==> src/rtl/adder_sched_pkg.sv <==
// adder_sched_pkg: shared types for the shared nibble adder.
// State encoding and slice width used by the scheduler.
package adder_sched_pkg;

  localparam int NIBBLE = 4;

  typedef enum logic [1:0] {
    S_IDLE,
    S_ADD,
    S_RESP
  } state_t;

endpackage

==> src/rtl/cla_nibble_cin.sv <==
// cla_nibble_cin: 4-bit carry-look-ahead slice with carry-in.
// Purely combinational; all carries flattened from g/p and Cin.
module cla_nibble_cin (
  input  logic [3:0] A,
  input  logic [3:0] B,
  input  logic       Cin,
  output logic [3:0] Sum,
  output logic       Cout
);

  logic [3:0] w_g;
  logic [3:0] w_p;
  logic [4:0] w_c;

  assign w_g = A & B;
  assign w_p = A ^ B;

  assign w_c[0] = Cin;
  assign w_c[1] = w_g[0]
                | (w_p[0] & Cin);
  assign w_c[2] = w_g[1]
                | (w_p[1] & w_g[0])
                | (w_p[1] & w_p[0] & Cin);
  assign w_c[3] = w_g[2]
                | (w_p[2] & w_g[1])
                | (w_p[2] & w_p[1] & w_g[0])
                | (w_p[2] & w_p[1] & w_p[0] & Cin);
  assign w_c[4] = w_g[3]
                | (w_p[3] & w_g[2])
                | (w_p[3] & w_p[2] & w_g[1])
                | (w_p[3] & w_p[2] & w_p[1] & w_g[0])
                | (w_p[3] & w_p[2] & w_p[1] & w_p[0] & Cin);

  assign Sum  = w_p ^ w_c[3:0];
  assign Cout = w_c[4];

endmodule

==> src/rtl/adder_share_scheduler.sv <==
// adder_share_scheduler: round-robin shared multi-word adder.
// One CLA nibble slice, one nibble per clock, LSB nibble first.
module adder_share_scheduler
  import adder_sched_pkg::*;
#(
  parameter int NREQ  = 4,
  parameter int WIDTH = 16
) (
  input  logic                      clk,
  input  logic                      rst,
  input  logic [NREQ-1:0]           req_valid,
  output logic [NREQ-1:0]           req_ready,
  input  logic [NREQ*WIDTH-1:0]     req_A,
  input  logic [NREQ*WIDTH-1:0]     req_B,
  output logic                      rsp_valid,
  input  logic                      rsp_ready,
  output logic [$clog2(NREQ)-1:0]   rsp_id,
  output logic [WIDTH-1:0]          rsp_Sum,
  output logic                      rsp_Cout,
  output logic                      busy
);

  localparam int IDW  = $clog2(NREQ);
  localparam int NNIB = WIDTH / NIBBLE;
  localparam int IXW  = (NNIB > 1) ? $clog2(NNIB) : 1;

  state_t           r_state;
  logic [IDW-1:0]   r_ptr;
  logic [WIDTH-1:0] r_A;
  logic [WIDTH-1:0] r_B;
  logic [IXW-1:0]   r_idx;
  logic             r_carry;

  logic             w_any;
  logic [IDW-1:0]   w_grant;
  logic [3:0]       w_a_nib;
  logic [3:0]       w_b_nib;
  logic [3:0]       w_sum;
  logic             w_cout;

  // circular scan from the pointer; lowest offset wins
  always_comb begin
    w_any   = 1'b0;
    w_grant = '0;
    for (int k = NREQ - 1; k >= 0; k--) begin
      if (req_valid[(int'(r_ptr) + k) % NREQ]) begin
        w_any   = 1'b1;
        w_grant = IDW'((int'(r_ptr) + k) % NREQ);
      end
    end
  end

  assign req_ready = (!rst && r_state == S_IDLE && w_any)
                   ? (NREQ'(1) << w_grant)
                   : '0;

  assign w_a_nib = r_A[NIBBLE*r_idx +: NIBBLE];
  assign w_b_nib = r_B[NIBBLE*r_idx +: NIBBLE];

  cla_nibble_cin u_slice (
    .A    (w_a_nib),
    .B    (w_b_nib),
    .Cin  (r_carry),
    .Sum  (w_sum),
    .Cout (w_cout)
  );

  // sequencer: accept, nibble-serial add, hold result
  always_ff @(posedge clk) begin
    if (rst) begin
      r_state   <= S_IDLE;
      r_ptr     <= '0;
      r_A       <= '0;
      r_B       <= '0;
      r_idx     <= '0;
      r_carry   <= 1'b0;
      rsp_valid <= 1'b0;
      rsp_Sum   <= '0;
      rsp_Cout  <= 1'b0;
      rsp_id    <= '0;
      busy      <= 1'b0;
    end else begin
      unique case (r_state)
        S_IDLE: begin
          if (w_any) begin
            r_A     <= req_A[int'(w_grant)*WIDTH +: WIDTH];
            r_B     <= req_B[int'(w_grant)*WIDTH +: WIDTH];
            rsp_id  <= w_grant;
            r_idx   <= '0;
            r_carry <= 1'b0;
            r_ptr   <= (w_grant == IDW'(NREQ - 1))
                     ? '0 : w_grant + 1'b1;
            busy    <= 1'b1;
            r_state <= S_ADD;
          end
        end
        S_ADD: begin
          rsp_Sum[NIBBLE*r_idx +: NIBBLE] <= w_sum;
          r_carry <= w_cout;
          r_idx   <= r_idx + 1'b1;
          if (r_idx == IXW'(NNIB - 1)) begin
            rsp_Cout  <= w_cout;
            rsp_valid <= 1'b1;
            r_state   <= S_RESP;
          end
        end
        S_RESP: begin
          if (rsp_ready) begin
            rsp_valid <= 1'b0;
            busy      <= 1'b0;
            r_state   <= S_IDLE;
          end
        end
        default: r_state <= S_IDLE;
      endcase
    end
  end

endmodule

==> config.mk <==
export PLATFORM = sky130hd
export DESIGN_NAME = adder_share_scheduler
export DESIGN_NICKNAME = d
export VERILOG_FILES = /design/src/rtl/adder_sched_pkg.sv /design/src/rtl/cla_nibble_cin.sv /design/src/rtl/adder_share_scheduler.sv
export SDC_FILE = /design/constraint.sdc
export NUM_CORES = 1
export LEC_CHECK = 0
export ABC_AREA = 1
export BUFFER_PORTS_ARGS = -buffer_cell sky130_fd_sc_hd__buf_2
export CAP_MARGIN = 20
export CORE_MARGIN = 5
export CORE_UTILIZATION = 55
export DETAILED_ROUTE_END_ITERATION = 16
export PLACE_DENSITY = 0.83
export SETUP_SLACK_MARGIN = 0.3
export SLEW_MARGIN = 20
export SYNTH_ARGS = -nofsm -noshare
export SYNTH_HDL_FRONTEND = slang
export SYNTH_SLANG_ARGS = --single-unit
export TNS_END_PERCENT = 50
==> constraint.sdc <==
create_clock -name clk -period 4.2 [get_ports clk]
set_clock_uncertainty 0.15 [all_clocks]
set_input_delay 0.84 -clock clk [delete_from_list [all_inputs] [get_ports clk]]
set_output_delay 0.84 -clock clk [all_outputs]
set_load 0.01 [all_outputs]
### After elaboration in Yosys (flattened, before gate mapping)

Index checks and enable logic that the tools add are counted.

| storage, ports and cells | value |
|---|---|
| output and inout port bits | 25 |
| register bits after elaboration | 60 |
| input bits | 135 |
| logic and storage cells | 118 |

| cells by class | value |
|---|---|
| magnitude comparators | 4 |
| equal/unequal tests | 7 |
| reduce and logical (&&, ||, !) cells | 16 |
| bitwise logic cells | 32 |
| shifts and indexed selects | 7 |
| add/subtract/negate cells | 6 |
| multiplexer cells | 35 |

Operators by type and width:

| kind | count |
|---|---|
| $shiftx 64x7->16 | 2 |
| $neg 4->34 | 1 |
| $shift 4x34->16 const A | 1 |
| $shiftx 4x34->16 | 1 |
| $shiftx 16x5->4 | 2 |
| $mux 2 | 9 |
| $and 1x1->1 | 16 |
| $bwmux 16 | 1 |
| $mux 1 | 15 |
| $lt 3x4->1 const B | 3 |
| $or 1x1->1 | 10 |
| $reduce_and 3->1 | 3 |
| $bmux 1 s2 | 4 |
| $xor 4x4->4 | 2 |
| $add 2x1->2 const B | 3 |
| $eq 2x2->1 const B | 3 |
| $ne 2x2->1 const B | 3 |
| $pmux 1 s2 | 3 |
| $pmux 2 s3 | 1 |
| $reduce_and 2->1 | 3 |
| $reduce_bool 2->1 | 3 |
| $reduce_or 2->1 | 3 |
| $add 2x2->2 const B | 2 |
| $and 4x4->4 | 1 |
| other kinds (9) | 12 |

### Logic depth before layout (Yosys ltp)

Gate-level depths: netlist of run 1.

| depth | value |
|---|---|
| depth after elaboration | 12 |
| gate-level depth with buffers | 16 |

### Cells and area by module

A second synthesis of run 1 with hierarchy kept.

| unflattened totals | value |
|---|---|
| cells, all modules | 754 |
| area total of the unflattened synthesis | 4383.0 sq um |

Modules (own cells, without submodules):

| module | sequential area each (sq um) | area an instance (sq um) | instances | cells each |
|---|---|---|---|---|
| adder_share_scheduler | 1201.2 | 4194.0 | 1 | 723 |
| cla_nibble_cin | 0.0 | 188.9 | 1 | 31 |

### Worst setup path after synthesis of run 1

Ideal clock, no wire load.

| path | value |
|---|---|
| path type | input port to output port |
| from | in req_valid[3] |
| to | out req_ready[3] |
| arrival time | 2.101 ns |
| path slack | 1.109 ns |
| required time | 3.210 ns |
| cell stages on the path | 14 |
| cells stage by stage | inv_1 > nand2_1 > nand3_1 > nand2_1 > inv_1 > nand2_1 > nand2_1 > nand2_2 > nand2_2 > inv_2 > buf_2 > ha_1 > inv_1 > nor2_1 |

| on the way | value |
|---|---|
| cells in the longest elaborated chain, start to end | 9 |
| elaborated cells on any way between the ends | 22 |

RTL lines:

| what | line | text |
|---|---|---|
| from (decl) | adder_share_scheduler.sv:11 | `input logic [NREQ-1:0] req_valid,` |
| $bmux 1 s2 | adder_share_scheduler.sv:46 | `if (req_valid[(int'(r_ptr) + k) % NREQ]) begin` |
| $mux 1 (not written as such) (2 in a row) | adder_share_scheduler.sv:46 |  |
| $mux 2 (3 in a row) | adder_share_scheduler.sv:46 |  |
| $mux 2 (*) | adder_share_scheduler.sv:46 |  |
| named net w_grant[0] | adder_share_scheduler.sv:35 | `logic [IDW-1:0] w_grant;` |
| $shl 1x2->4 (*) | adder_share_scheduler.sv:54 | `? (NREQ'(1) << w_grant)` |
| $mux 4 (*) | adder_share_scheduler.sv:54 |  |
| to (decl) | adder_share_scheduler.sv:12 | `output logic [NREQ-1:0] req_ready,` |

The timed path passes the listed nets; every way through them passes the cells marked *. The select of a mux whose other input is x is not followed.

### Worst setup path after layout of run 1

| path | value |
|---|---|
| from | reg r_ptr[0] |
| to | out req_ready[3] |

| on the way | value |
|---|---|
| cells in the longest elaborated chain, start to end | 10 |
| elaborated cells on any way between the ends | 25 |

RTL lines:

| what | line | text |
|---|---|---|
| from (decl) | adder_share_scheduler.sv:28 | `logic [IDW-1:0] r_ptr;` |
| from (signal assigned) | adder_share_scheduler.sv:91 | `r_ptr <= (w_grant == IDW'(NREQ - 1))` |
| $add 2x2->2 | adder_share_scheduler.sv:46, adder_share_scheduler.sv:48 |  |
| $bmux 1 s2 | adder_share_scheduler.sv:46 |  |
| $mux 1 (not written as such) (2 in a row) | adder_share_scheduler.sv:46 |  |
| $mux 2 or $mux 1 (tied branches) (4 in a row) | adder_share_scheduler.sv:46 |  |
| $shl 1x2->4 or $logic_and 1x1->1 (tied branches) | adder_share_scheduler.sv:54, adder_share_scheduler.sv:53 |  |
| $mux 4 (*) | adder_share_scheduler.sv:54 |  |

Mark *: on every way between the ends. The rest lies on a longest branch, timed or not. The select of a mux whose other input is x is not followed.

==> results.sh, run 1 <==
export IMPL_cts_buffers=9
export IMPL_num_vias=5085
export IMPL_synth_distinct_cells=32
export IMPL_cts_resized_gates=0
export IMPL_drive_above_1_share_pct=22.3
export IMPL_port_buffer_count=159
export IMPL_routed_wl_um=11800
export IMPL_end_kind="primary output"
export IMPL_synthCells=769
export IMPL_cp_data_arrival_time_ps=2640
export IMPL_peakVddDrop_uv=764
export IMPL_relSlewSlack_pct=53.0
export IMPL_die_h_um=99.7
export IMPL_routedWlPerCell_um=11.6
export IMPL_globalRouteMet3Util_pct=4.49
export IMPL_syn_to_final_growth_pct=22.0
export IMPL_start_util_pct=57.0
export IMPL_fin_crit_ps=3630
export IMPL_hold_depth=2
export IMPL_ys_flop_type="dfxtp_1"
export IMPL_synth_largest_area_cell="dfxtp_1"
export IMPL_hold_path_startpoint="rsp_Sum[6]"
export IMPL_grt_use_total_pct=23.9
export IMPL_gp_congestion=0.925
export IMPL_ios=160
export IMPL_setup_ws_ps=567
export IMPL_period_share_pct=86.5
export IMPL_globalRouteMet2Util_pct=43.2
export IMPL_r2r_end="rsp_Sum[7]"
export IMPL_grt_ovfl_total=0
export IMPL_synthArstFlopShare_pct=0
export IMPL_met1_usage_pct=28.8
export IMPL_netlist_area_um2=4420
export IMPL_rsz0062_at_grt="no"
export IMPL_worstMarginPinSlew_ps=705
export IMPL_clock_sinks=60
export IMPL_drc=0
export IMPL_grt_pass1_wl_um=20100
export IMPL_yosysMostFrequentCell="nand2_1"
export IMPL_p_per_area_nw_per_um2=768
export IMPL_worstReg2RegStart="r_idx[0]"
export IMPL_r2r_setup_slack_ps=1060
export IMPL_clkTransAtPathRegs_ps=70
export IMPL_max_clock_path_buffers=2
export IMPL_grt_pass1_vias=4905
export IMPL_hold_viol_final=0
export IMPL_post_cts_buffers=0
export IMPL_synth_edf_count=0
export IMPL_crit_fanout=36
export IMPL_yosysTopAreaCellShare_pct=27.1
export IMPL_hold_buffers=0
export IMPL_syn_nets=920
export IMPL_fmax_mhz=275
export IMPL_p_leak_uw=0.00319
export IMPL_hp_class="flop to flop"
export IMPL_yosysWarnings=0
export IMPL_critPathKind="flop to primary output"
export IMPL_ff2ff_path_depth=14
export IMPL_required_ps=3210
export IMPL_dp_hpwl_um=9190
export IMPL_critPathLaunchType="flop"
export IMPL_die_w_um=99.7
export IMPL_ys_top_cells_by_area="dfxtp_1, nand2_1, nand3_1"
export IMPL_grt_max_degree=52
export IMPL_viasPerCell=5.01
export IMPL_tns_ps=0
export IMPL_final_nets=1059
export IMPL_synth_seq_cells=60
export IMPL_cts_tree="built"
export IMPL_post_synth_cell_area_avg_um2=5.75
export IMPL_antenna_found_initial=0
export IMPL_worstSkewPairLatency_ps=340
export IMPL_drt_iter0_drc=227
export IMPL_ys_seq_area_share_pct=27.1
export IMPL_slew_violations=0
export IMPL_maxCapViolCount=0
export IMPL_fp_dieArea_um2=9940
export IMPL_dp_slack_ps=628
export IMPL_min_to="rsp_Sum[6]"
export IMPL_synthTopCellsByCount="nand2_1, inv_1, nor2_1"
export IMPL_n_antenna_cell=0
export IMPL_rows=32
export IMPL_ant_nets=0
export IMPL_drt_first_pass_iters=5
export IMPL_root_buffer="clkbuf_8"
export IMPL_coreArea_um2=7770
export IMPL_busiest_layer="met2"
export IMPL_setup_viol=0
export IMPL_htreeDepth=3
export IMPL_status="completed"
per-stage QoR:
step	hold slack [ps]	utilization, %	instance area [um^2]	total power, uW	std cells
2_1_floorplan	333	-	4420	3090	769
3_3_place_gp	296	66.7	5180	3470	999
3_5_place_dp	305	66.7	5180	3560	999
4_1_cts	316	69.5	5400	4140	1015
5_1_grt	337	69.5	5400	4590	1015
6_report	314	69.5	5400	4150	1015
critical path: stages, from the launching register on:
cell and delay [ps]:
dfxtp_1 520, inv_4 100, nand2_1 80, nand2_1 90
nand2_1 130, nand2_1 80, o21ai_1 180, nand2_2 80
nand2_2 470, inv_2 100, ha_1 220, inv_1 50
nor2_1 40, buf_2 150
area by class of cell:
class | count | area [um^2]
multi-input cells | 549 | 2540
clock inverters | 5 | 75.1
clock buffers | 11 | 141
inverters | 122 | 465
flip-flops and latches | 60 | 1200
fillers | 710 | 2370
well taps | 102 | 128
repair buffers | 166 | 848
metal layers:
| metal | vias to the layer above | share of wire [%] |
|---|---|---|
| li1 | 2631 | - |
| met1 | 2270 | 42 |
| met2 | 165 | 51 |
| met3 | 19 | 6.2 |
| met4 | 0 | 1.1 |
| met5 | - | 0 |
cells by family (layout without fill, tap and decap cells):
| logic type | after synthesis | count (layout) | share of synthesized area [%] |
|---|---|---|---|
| xor+xnor | 2 | 2 | 0.396 |
| compound gates | 60 | 60 | 7.49 |
| flops | 60 | 60 | 27.1 |
| fa+ha+maj | 16 | 16 | 4.69 |
| buf+inv | 160 | 304 | 15.5 |
| simple gates | 471 | 471 | 44.8 |
where the power goes:
part	internal, uW	switching [uW]	total, uW	leakage, uW
logic	897	1820	2720	0.00258
registers	744	112	856	0.000495
clock network	347	222	569	0.000113
total	1990	2160	4150	0.00319
sequential cells by signal (all words and copies together), names as in the netlist:
name,flops
r_A,16
rsp_valid,1
r_ptr,2
r_state,2
rsp_Cout,1
r_carry,1
busy,1
r_idx,2
rsp_Sum,16
r_B,16
rsp_id,2
cells in the final DEF, fill, tap and decap left out:
master and n:
and2_1 1, dfxtp_1 60, clkinv_2 3, ha_1 15
nand2_2 3, inv_1 117, o21ai_1 4, inv_4 3
a21oi_1 25, a211oi_1 1, bufinv_16 2, xnor2_1 2
buf_4 7, nand2_1 240, nor2_4 2, a22oi_1 3
nand4_1 1, nand3_1 96, clkbuf_8 10, clkbuf_1 1
nor4_1 1, o21ai_4 1, or2_2 1, fa_1 1
o21ai_0 18, nor3_1 2, nand3_2 7, nor2_1 113
nor2_2 3, inv_2 2, buf_2 159, nand2_4 1
o22ai_1 8
worst max-delay path by stage:
stage / startpoint / endpoint / slack, ps / cells after the start
2_1_floorplan: req_valid[3] / req_ready[3] / 1110 / 14
4_1_cts: r_ptr[0] / req_ready[3] / 600 / 13
5_1_grt: r_ptr[0] / req_ready[1] / 310 / 13
3_3_place_gp: req_valid[3] / req_ready[1] / 730 / 15
6_report: r_ptr[0] / req_ready[3] / 570 / 13
3_5_place_dp: req_valid[3] / req_ready[3] / 630 / 15
Note: power is estimated with default switching activity, not from simulation.
==> run 2, diff against run 1 <==
- BUFFER_PORTS_ARGS: -buffer_cell sky130_fd_sc_hd__buf_2 -> -buffer_cell sky130_fd_sc_hd__buf_4
- CORE_MARGIN: 5 -> 1.5
==> run 2 against run 1 <==
  * Die area is 14% lower
  * Critical path type unchanged
  * Register-to-register slack better by 30 ps
  * Final cell count is 0.20% lower
  * Highest routed layer unchanged
  * Largest power group unchanged
  * Critical endpoint unchanged
  * Critical path depth is 3 lower
==> results.sh, run 2 (synthesis gave the netlist of run 1 again) <==
export IMPL_status="completed"
export IMPL_clock_sinks=60
export IMPL_hold_buffers=0
export IMPL_drt_first_pass_iters=5
export IMPL_switching_share_pct=52.6
export IMPL_hold_path_startpoint="rsp_valid"
export IMPL_rsz0062_at_grt="no"
export IMPL_setup_viol=0
export IMPL_post_cts_buffers=0
export IMPL_tns_ps=0
export IMPL_htreeDepth=3
export IMPL_final_cells=1013
export IMPL_cts_resized_gates=0
export IMPL_dp_cells=998
export IMPL_worstReg2RegStart="r_idx[0]"
export IMPL_fin_crit_ps=3620
export IMPL_setup_ws_ps=584
export IMPL_root_buffer="clkbuf_8"
export IMPL_drive_above_1_share_pct=22.3
export IMPL_worstSkewPairLatency_ps=350
export IMPL_num_vias=5094
export IMPL_final_nets=1058
export IMPL_hold_depth=2
export IMPL_grt_use_total_pct=28.9
export IMPL_path_common_cell="nand2_1"
export IMPL_final_cell_mix="nand2_1, buf_4, inv_1, nor2_1, nand3_1"
export IMPL_internal_power_uw=1970
export IMPL_grt_ovfl_total=0
export IMPL_top_regs="r_A x16, r_B x16, rsp_Sum x16"
export IMPL_dp_hpwl_um=9050
export IMPL_worst_path_buf_inv=3
export IMPL_slew_violations=0
export IMPL_grt_max_degree=52
export IMPL_clockPowerShare_pct=12.2
export IMPL_required_ps=3210
export IMPL_hp_class="flop to flop"
export IMPL_sequentialPowerShare_pct=20.6
export IMPL_crit_fanout=36
export IMPL_cp_cell_sequence="inv_4, nand2_1, nand2_1, nand2_1, nand4_1, o21ai_4, inv_4, nand2_2, nor2_1, buf_4"
export IMPL_p_per_area_nw_per_um2=723
export IMPL_port_buffer_count=159
export IMPL_die_h_um=92.7
export IMPL_routedWlPerCell_um=11.8
export IMPL_fp_dieArea_um2=8590
export IMPL_fmax_mhz=277
export IMPL_routed_wl_um=11900
export IMPL_viasPerCell=5.03
export IMPL_hold_viol_final=0
export IMPL_n_antenna_cell=0
export IMPL_max_clock_path_buffers=2
export IMPL_p_total_uw=4160
export IMPL_ant_nets=0
export IMPL_cts_buffers=9
export IMPL_ios=160
export IMPL_cp_data_arrival_time_ps=2630
export IMPL_drc=0
export IMPL_start_util_pct=57.0
export IMPL_drt_iter0_drc=266
export IMPL_min_to="rsp_valid"
export IMPL_critPathKind="flop to primary output"
export IMPL_grt_pass1_wl_um=20300
export IMPL_final_util_pct=74.2
export IMPL_worstMarginPinSlew_ps=714
export IMPL_slowest_delay_ps=520
export IMPL_fillers=705
export IMPL_peakVddDrop_uv=863
export IMPL_clkTransAtPathRegs_ps=60
export IMPL_netSwitchingPower_uw=2190
export IMPL_crit_family="simple AND/OR/NAND/NOR gates"
export IMPL_r2r_end="rsp_Sum[7]"
export IMPL_cts_tree="built"
export IMPL_slowest_stage="dfxtp_1"
export IMPL_antenna_found_initial=0
export IMPL_relSlewSlack_pct=52.3
export IMPL_final_common_cell="nand2_1"
export IMPL_die_w_um=92.7
export IMPL_ff2ff_path_depth=14
export IMPL_r2r_setup_slack_ps=1090
export IMPL_syn_to_final_growth_pct=30.2
export IMPL_dp_slack_ps=636
export IMPL_coreArea_um2=7770
export IMPL_period_share_pct=86.1
export IMPL_comb_power_share_pct=67.2
export IMPL_end_kind="primary output"
export IMPL_rows=32
export IMPL_gp_congestion=0.897
export IMPL_critPathLaunchType="flop"
export IMPL_maxCapViolCount=0
export IMPL_p_leak_uw=0.00328
export IMPL_grt_pass1_vias=4898
==> run 2: cell count changes in the layout (fill, tap and decap cells not counted) <==
cell	change
buf_4	+158
clkbuf_1	-1
bufinv_16	-1
clkinvlp_4	+1
buf_2	-159
==> run 2: routing by layer <==
layer	vias to the layer above	GRT usage [%]	share of wire, %
met2	153	52.2	51
li1	2625	-	-
met5	-	0	0
met1	2298	33.6	43
met4	0	8.21	1.0
met3	18	7.31	5.4
==> run 2: cell type report <==
| type | count | area (um^2) | share of cell area, % |
|---|---|---|---|
| clock buffer | 10 | 138 | 2.39 |
| clock inverter | 5 | 52.6 | 0.912 |
| inverter | 122 | 465 | 8.08 |
| multi-input combinational | 549 | 2540 | 44.1 |
| sequential | 60 | 1200 | 20.8 |
| tap | 102 | 128 | 2.21 |
| timing repair buffer | 165 | 1240 | 21.5 |
==> run 2: worst max path at each step <==
stage	cells past startpoint	end	slack, ps	from
detailed placement	10	req_ready[3]	640	req_valid[0]
global placement	10	req_ready[2]	740	req_valid[0]
global route	10	req_ready[0]	360	r_ptr[0]
CTS	10	req_ready[3]	610	r_ptr[0]
finish	10	req_ready[3]	580	r_ptr[0]
floorplan	14	req_ready[3]	1110	req_valid[3]
==> run 2: through the flow <==
| step | cell area [um^2] | hold slack (ps) |
|---|---|---|
| after global routing | 5760 | 342 |
| final | 5760 | 313 |
| after global placement | 5570 | 299 |
| after CTS | 5760 | 313 |
| after detailed placement | 5570 | 303 |
| after floorplan | 4420 | 333 |
==> run 2: power groups by stage <==
stage / Clock (uW) / Combinational (uW) / Sequential, uW
after floorplan: 0 / 2260 / 831
after global placement: 0 / 2690 / 857
after detailed placement: 0 / 2760 / 864
after CTS: 514 / 2780 / 855
after global routing: 543 / 3180 / 873
final: 506 / 2800 / 859
==> run 2: worst min-delay path, stage by stage (launching register included) <==
cell and delay, ps:
dfxtp_1 310, nand2_1 60, a21oi_1 50
==> run 3, diff against run 2 <==
- clock period: 4.2 -> 4.5 ns (I/O delays scaled with it)
==> run 3 against run 2 <==
  * Sequential share of layout area fell by 0.18 points
  * Global-route usage rose by 0.13 points
  * Worst setup slack improved by 180 ps
  * Final area rose by 0.87%
  * Sequential cell count did not move
  * Power fell by 3.3%
  * Critical path depth did not move
  * Clock power rose by 18%
  * Via count fell by 0.43%
  * Die area did not move
  * Largest cell class unchanged
==> results.sh, run 3 (synthesis gave the netlist of run 1 again) <==
export IMPL_port_buffer_count=159
export IMPL_slew_violations=0
export IMPL_path_common_cell="nand2_1"
export IMPL_fp_dieArea_um2=8590
export IMPL_clock_sinks=60
export IMPL_final_nets=1057
export IMPL_p_leak_uw=0.00330
export IMPL_routed_wl_um=12100
export IMPL_end_kind="primary output"
export IMPL_die_w_um=92.7
export IMPL_n_antenna_cell=0
export IMPL_grt_ovfl_total=0
export IMPL_drive_above_1_share_pct=22.3
export IMPL_crit_family="simple AND/OR/NAND/NOR gates"
export IMPL_worstSkewPairLatency_ps=340
export IMPL_drt_first_pass_iters=4
export IMPL_critical_path_depth=10
export IMPL_dp_slack_ps=785
export IMPL_slowest_stage="dfxtp_1"
export IMPL_grt_pass1_wl_um=20500
export IMPL_worstMarginPinSlew_ps=721
export IMPL_peakVddDrop_uv=1080
export IMPL_cp_cell_sequence="inv_4, nand2_1, nand2_1, nand2_1, nand4_1, o21ai_4, inv_4, nand2_2, nor2_1, buf_4"
export IMPL_hold_viol_final=0
export IMPL_multiInputGateArea_um2=2540
export IMPL_worst_path_buf_inv=3
export IMPL_clkTransAtPathRegs_ps=70
export IMPL_tns_ps=0
export IMPL_fillers=686
export IMPL_fmax_mhz=267
export IMPL_grt_pass1_vias=4905
export IMPL_cp_data_arrival_time_ps=2690
export IMPL_ios=160
export IMPL_p_per_area_nw_per_um2=693
export IMPL_coreArea_um2=7770
export IMPL_grt_max_degree=52
export IMPL_hold_depth=2
export IMPL_critPathKind="flop to primary output"
export IMPL_period_share_pct=83.1
export IMPL_final_cell_mix="nand2_1, buf_4, inv_1, nor2_1, nand3_1"
export IMPL_final_util_pct=74.8
export IMPL_status="completed"
export IMPL_seq_area_um2=1200
export IMPL_gp_congestion=0.871
export IMPL_num_vias=5072
export IMPL_setup_ws_ps=760
export IMPL_setup_viol=0
export IMPL_cts_buffers=9
export IMPL_fin_crit_ps=3740
export IMPL_top_regs="r_A x16, r_B x16, rsp_Sum x16"
export IMPL_drc=0
export IMPL_max_clock_path_buffers=2
export IMPL_ant_nets=0
export IMPL_grt_use_total_pct=29.1
export IMPL_slowest_delay_ps=520
export IMPL_maxCapViolCount=0
export IMPL_rsz0062_at_grt="no"
export IMPL_crit_fanout=36
export IMPL_hold_buffers=0
export IMPL_cts_tree="built"
export IMPL_viasPerCell=5.01
export IMPL_critPathLaunchType="flop"
export IMPL_relSlewSlack_pct=51.8
export IMPL_htreeDepth=3
export IMPL_antenna_found_initial=0
export IMPL_ff2ff_path_depth=13
export IMPL_syn_to_final_growth_pct=31.4
export IMPL_dp_hpwl_um=9120
export IMPL_die_h_um=92.7
export IMPL_cts_resized_gates=0
export IMPL_drt_iter0_drc=213
export IMPL_whs_ps=323
export IMPL_routedWlPerCell_um=11.9
export IMPL_start_util_pct=57.0
export IMPL_rows=32
export IMPL_root_buffer="clkbuf_8"
export IMPL_post_cts_buffers=0
export IMPL_hp_class="flop to flop"
export IMPL_required_ps=3450
export IMPL_final_common_cell="nand2_1"
[run 3: changes by cell type in the layout (fill, tap and decap cells not counted)]
cell / delta
clkinv_4: +2
clkbuf_8: -1
buf_4: -1
inv_6: +1
clkinv_2: -3
bufinv_16: +2
[run 3: path summary, 6_finish.rpt]
path / from / end / slack (ps)
max reg2reg: r_idx[0] / rsp_Sum[7] / 1150
min: rsp_Sum[6] / rsp_Sum[6] / 320
max: r_ptr[0] / req_ready[0] / 760
min reg2reg: rsp_Sum[6] / rsp_Sum[6] / 320
[run 3: power by group]
part           internal, uW  leakage (uW)  switching (uW)
clock                   371      0.000120             228
combinational           882       0.00269            1730
sequential              694      0.000495             118
[run 3: worst register-to-register path, delay by kind of cell (launching register included)]
family          cells  cell delay, ps
flops               1             790
simple gates        7             790
compound gates      4             590
buf+inv             1             540
fa+ha+maj           1             360
[run 3: routing by layer]
metal,GRT usage [%],vias up,part of all wire [%]
li1,-,2625,-
met1,34.6,2285,43
met2,53.7,147,51
met3,5.91,15,5.1
met4,5.81,0,1.0
met5,0,-,0
[run 3: final cells by class]
class	instances	share of cell area, %
Timing Repair Buffer	164	21.2
Clock inverter	7	2.13
Tap cell	102	2.20
Inverter	122	8.01
Sequential cell	60	20.7
Clock buffer	9	2.13
Multi-Input combinational cell	549	43.7
[run 3: stage by stage]
stage	area, um^2	cells	total power, uW
after CTS	5810	1013	4010
final	5810	1013	4030
after floorplan	4420	769	2890
after global placement	5560	997	3300
after detailed placement	5560	997	3400
after global routing	5810	1013	4430
